**src/rtl/pipe_stage_reg.sv**
```systemverilog
// Parametrised pipeline-boundary register: DEPTH stages of {valid, ctrl, data_a, data_b, rd}
// with stall (hold), flush (bubble insertion) and a saturating count of output bubbles.
module pipe_stage_reg #(
  parameter int DATA_W = 32,
  parameter int CTRL_W = 2,
  parameter int RD_W   = 5,
  parameter int DEPTH  = 1,
  parameter int CNT_W  = 16
) (
  input  logic              clk_i,
  input  logic              rst_i,
  input  logic              valid_i,
  input  logic              stall_i,
  input  logic              flush_i,
  input  logic              cnt_clr_i,
  input  logic [CTRL_W-1:0] ctrl_i,
  input  logic [DATA_W-1:0] data_a_i,
  input  logic [DATA_W-1:0] data_b_i,
  input  logic [RD_W-1:0]   rd_i,
  output logic              valid_o,
  output logic [CTRL_W-1:0] ctrl_o,
  output logic [DATA_W-1:0] data_a_o,
  output logic [DATA_W-1:0] data_b_o,
  output logic [RD_W-1:0]   rd_o,
  output logic [CNT_W-1:0]  bubble_cnt_o
);

  generate
    if (DEPTH < 1 || DEPTH > 4) begin : g_depth_chk
      $error("pipe_stage_reg: DEPTH=%0d is outside the legal range 1..4", DEPTH);
    end
  endgenerate

  function automatic logic [CNT_W-1:0] sat_inc(input logic [CNT_W-1:0] v);
    return (&v) ? v : v + CNT_W'(1);
  endfunction

  logic              vld_p    [DEPTH];
  logic [CTRL_W-1:0] ctrl_p   [DEPTH];
  logic [DATA_W-1:0] data_a_p [DEPTH];
  logic [DATA_W-1:0] data_b_p [DEPTH];
  logic [RD_W-1:0]   rd_p     [DEPTH];
  logic [CNT_W-1:0]  bubble_cnt;

  // Bubbles never carry RegWrite or a destination: gate them before stage 0.
  logic [CTRL_W-1:0] ctrl_in;
  logic [RD_W-1:0]   rd_in;
  assign ctrl_in = valid_i ? ctrl_i : '0;
  assign rd_in   = valid_i ? rd_i   : '0;

  // Stages 0..DEPTH-1: flush > stall > advance
  always_ff @(posedge clk_i or negedge rst_i) begin
    if (!rst_i) begin
      for (int k = 0; k < DEPTH; k++) begin
        vld_p[k]    <= 1'b0;
        ctrl_p[k]   <= '0;
        data_a_p[k] <= '0;
        data_b_p[k] <= '0;
        rd_p[k]     <= '0;
      end
    end else if (flush_i) begin
      for (int k = 0; k < DEPTH; k++) begin
        vld_p[k]    <= 1'b0;
        ctrl_p[k]   <= '0;
        data_a_p[k] <= '0;
        data_b_p[k] <= '0;
        rd_p[k]     <= '0;
      end
    end else if (!stall_i) begin
      vld_p[0]    <= valid_i;
      ctrl_p[0]   <= ctrl_in;
      data_a_p[0] <= data_a_i;
      data_b_p[0] <= data_b_i;
      rd_p[0]     <= rd_in;
      for (int k = 1; k < DEPTH; k++) begin
        vld_p[k]    <= vld_p[k-1];
        ctrl_p[k]   <= ctrl_p[k-1];
        data_a_p[k] <= data_a_p[k-1];
        data_b_p[k] <= data_b_p[k-1];
        rd_p[k]     <= rd_p[k-1];
      end
    end
  end

  // Valid bit of whatever an advancing edge would move into the output stage.
  logic out_src_vld;
  generate
    if (DEPTH == 1) begin : g_src_in
      assign out_src_vld = valid_i;
    end else begin : g_src_stage
      assign out_src_vld = vld_p[DEPTH-2];
    end
  endgenerate

  logic bubble_edge;
  assign bubble_edge = flush_i | (~stall_i & ~out_src_vld);

  // Bubble counter: clear has priority over the saturating increment
  always_ff @(posedge clk_i or negedge rst_i) begin
    if (!rst_i) begin
      bubble_cnt <= '0;
    end else if (cnt_clr_i) begin
      bubble_cnt <= '0;
    end else if (bubble_edge) begin
      bubble_cnt <= sat_inc(bubble_cnt);
    end
  end

  assign valid_o      = vld_p[DEPTH-1];
  assign ctrl_o       = ctrl_p[DEPTH-1];
  assign data_a_o     = data_a_p[DEPTH-1];
  assign data_b_o     = data_b_p[DEPTH-1];
  assign rd_o         = rd_p[DEPTH-1];
  assign bubble_cnt_o = bubble_cnt;

endmodule

```
**config.mk**
```make
export PLATFORM = sky130hd
export DESIGN_NAME = pipe_stage_reg
export DESIGN_NICKNAME = d
export VERILOG_FILES = /design/src/rtl/pipe_stage_reg.sv
export SDC_FILE = /design/constraint.sdc
export NUM_CORES = 1
export LEC_CHECK = 0
export ABC_AREA = 1
export CAP_MARGIN = 20
export CELL_PAD_IN_SITES_DETAIL_PLACEMENT = 1
export CELL_PAD_IN_SITES_GLOBAL_PLACEMENT = 1
export CORE_UTILIZATION = 30
export CTS_CLUSTER_DIAMETER = 60
export DETAILED_ROUTE_END_ITERATION = 6
export PLACE_DENSITY = 0.9
export SYNTH_ARGS = -nofsm -noshare
export SYNTH_HDL_FRONTEND = slang
export SYNTH_SLANG_ARGS = --single-unit
export TNS_END_PERCENT = 50
```
**constraint.sdc**
```tcl
create_clock -name clk_i -period 1.6 [get_ports clk_i]
set_input_delay 0.16 -clock clk_i [delete_from_list [all_inputs] [get_ports clk_i]]
set_output_delay 0.16 -clock clk_i [all_outputs]
set_load 0.05 [all_outputs]
```
==> summary.md <==
| Metric | Value |
|---|---|
| Antenna Violating Nets Remaining | 0 |
| Die area | about 13000 um2 |
| I/O Buffers | 164 |
| Max Fclk | 0.659 GHz |
| Crit share post-route | a little over nine tenths |
| Slew headroom | roughly three fifths |
| Hold Crit Class | input pin to register |
| H-tree Lvls | 3 |
| Simple-gate area share of the yosys netlist | 36.6% |
| Syn_area_per_cell | 8.10 um2 |
| Most common cell after layout, fill and taps aside | nand2_1 |
| Register area share after synthesis | 56.6% |
| Largest net degree at the start of global routing | 89 |
| Drt first pass iters | 4 |
| Worst-margin pin slew | 0.619 ns |
| WS Path Type | register to register |
| Antenna violations before repair | 0 |
| Post-synthesis mux area share | 0% |
| CP arrival | 1.75 ns |
| CP startpoint kind | register |
| Most frequent cells in the layout | 208 x nand2_1, 111 x buf_4, 91 x nand3_1 |
| Post-synth net total | between 500 and 600 |
| Vias in the first global route | 4093 |
| Routability cong. | approximately 0.83 |
| Via count | 3960 |
| Final hold vios | 0 |
| Post-Route WL | 13100 um |
| Adder-Cell Fraction of Synth Area | less than 1% |
| DP HPWL | 9250 um |
| CP endpoint kind | register |
| Initial DRC Count | 177 |
| WL/cell | 15.7 um |
| Core area | around 13000 um2 |
| Largest family of logic cells by synthesized area | simple AND/OR/NAND/NOR gates |
| Worst Path Max Fanout | 4 |
| Total CTS buffers | 9 |
| Gr usage total | 19.8% |
| CTS clock-pin slew for the worst setup and hold paths | ~0.06 ns |
| Post-Syn Area | 3890 um2 |
| Max Cap Viol | 0 |
| Deepest clock path buffer count | 2 |
| Layout area overhead | 54.3% |
| Post-Synth XOR/XNOR Area | 1.13% |
| Pwr dens | 917 nW/um2 |
| Mapped Cells | 480 |
| Setup-failing EPs final | 0 |
| TritonCTS clock tree | done |
| Nets | approximately 740 |
| Worst VDD drop | 486 uV |
| Starting Density | 30.8% |
| Final Max Slew Viols | 0 |
| First-pass GRT wire length | 20400 um |
| Final Core Density | a little under half |
| Clk Latency, worst-skew pair | 0.34 ns |
| Yosys cell types | 22 |
| Antenna cells | 0 |
| Status | finished, final reports clean |
| PnR worst setup slack | ~0.083 ns |
| Grt total ovfl | 0 |
| Critical Path RT | roughly 1.8 ns |
| Rows | 41 |
| Final worst path period need | 1.52 ns |
| DRC errors left | 0 |
| CTS Sinks | 88 |
| Max Clock Skew | 0.00288 ns |
| Leak Pwr | between 3 and 4 nW |
| I/O pins | 165 |
| Seq cells post-synth | 88 |
| Width of the die | about 120 um |
| Synth Warn # | 0 |
| Share of cells above drive strength 1 | 23.2% |
| Die height | 116 um |
| Post-synthesis compound-gate area fraction | less than 1% |
| Clock Tree Root | clkbuf_16 |
| Hold Worst Slack | 0.349 ns |
| Worst slack, placed | 0.0196 ns |
| Vias per cell | 4.74 |
-- synth_stat cells --
cell / instances / share of area (%)
nor2_1: 21 / 2.0
buf_2: 2 / 0.26
buf_6: 2 / 0.58
o21ai_0: 2 / 0.26
nor2_2: 7 / 1.1
clkbuf_1: 18 / 1.7
nor2_4: 1 / 0.29
nand2_2: 1 / 0.16
nand3_1: 91 / 12
buf_1: 2 / 0.19
nand4_1: 4 / 0.64
inv_1: 19 / 1.8
nand3b_1: 1 / 0.19
xnor2_1: 1 / 0.23
dfrtp_1: 88 / 57
nor3_1: 1 / 0.13
inv_2: 1 / 0.096
o21ai_1: 1 / 0.13
a21oi_1: 2 / 0.26
nand2_1: 210 / 20
ha_1: 1 / 0.32
xor2_1: 4 / 0.90
-- per-layer routing --
layer  share of wire (%)  vias to the layer above  track usage [%]
li1                    -                     1876                -
met1                  42                     1940             24.1
met2                  50                      119             34.0
met3                 4.8                       25             3.82
met4                 2.5                        0             8.29
met5                   0                        -                0
-- registers in the layout, indices dropped and copies added (netlist names) --
signal	cells
valid_o	1
bubble_cnt_o	16
data_b_o	32
ctrl_o	2
rd_o	5
data_a_o	32
-- critical path, cell delays in order, from the launching register on --
cell and delay, ns:
dfrtp_2 0.39, ha_4 0.15, nand2_1 0.08, nor2_2 0.14, nand2_2 0.10, inv_2 0.07, nand2_1 0.07, nand2_2 0.11
nor2_4 0.04, buf_4 0.15, nand2_1 0.06, nand2_1 0.05
-- logic make-up (layout without fill, tap and decap cells) --
| group | Yosys count | after routing |
|---|---|---|
| AOI/OAI and AO/OA | 5 | 5 |
| xor gates and xnor gates | 5 | 5 |
| adders and majority gates | 1 | 1 |
| buffers and inverters | 44 | 227 |
| DFF | 88 | 88 |
| and+or+nand+nor | 337 | 337 |
-- stage by stage --
| step | TNS (ns) | instances | total power, mW | cell area, um2 |
|---|---|---|---|---|
| 6_report | 0 | 835 | 5.50 | 6000 |
| 4_1_cts | 0 | 833 | 5.57 | 5950 |
| 2_1_floorplan | 0 | 480 | 2.99 | 3910 |
| 3_5_place_dp | 0 | 816 | 3.53 | 5650 |
| 3_3_place_gp | 0 | 816 | 3.50 | 5650 |
| 5_1_grt | -0.0599 | 835 | 5.74 | 6000 |
-- timing repair --
item,in CTS,in global routing
setup buffers,0,2
gates resized for setup,0,9
endpoints found under the hold margin,88,0
hold buffers,1,0
setup endpoints to repair,0,16
-- cell type report --
| class | instances | area (um2) |
|---|---|---|
| clock buffers | 11 | 243 |
| clock inverters | 5 | 42.5 |
| fillers | 1507 | 6620 |
| inverters | 20 | 75.1 |
| multi-input cells | 348 | 1540 |
| flip-flops and latches | 88 | 2210 |
| well taps | 172 | 215 |
| repair buffers | 191 | 1670 |
-- power by group --
group	internal (mW)	leakage (nW)	total, mW	switching [mW]
combinational	0.400	1.86	1.10	0.696
clock	1.11	0.136	2.01	0.900
sequential	2.33	1.17	2.40	0.0688
total	3.84	3.16	5.50	1.66
-- final timing paths --
check                           startpoint               to  slack (ns)  cells after the start
max in group asynchronous            rst_i     data_b_o[27]        0.81                      3
min in group asynchronous            rst_i  bubble_cnt_o[9]        0.38                      3
max reg2reg                bubble_cnt_o[0]  bubble_cnt_o[2]        0.08                     11
max                        bubble_cnt_o[0]  bubble_cnt_o[2]        0.08                     11
min                            data_b_i[6]      data_b_o[6]        0.35                      3
min reg2reg                   data_a_o[16]     data_a_o[16]        0.51                      2
No activity file was read; power rests on OpenSTA's default activity.
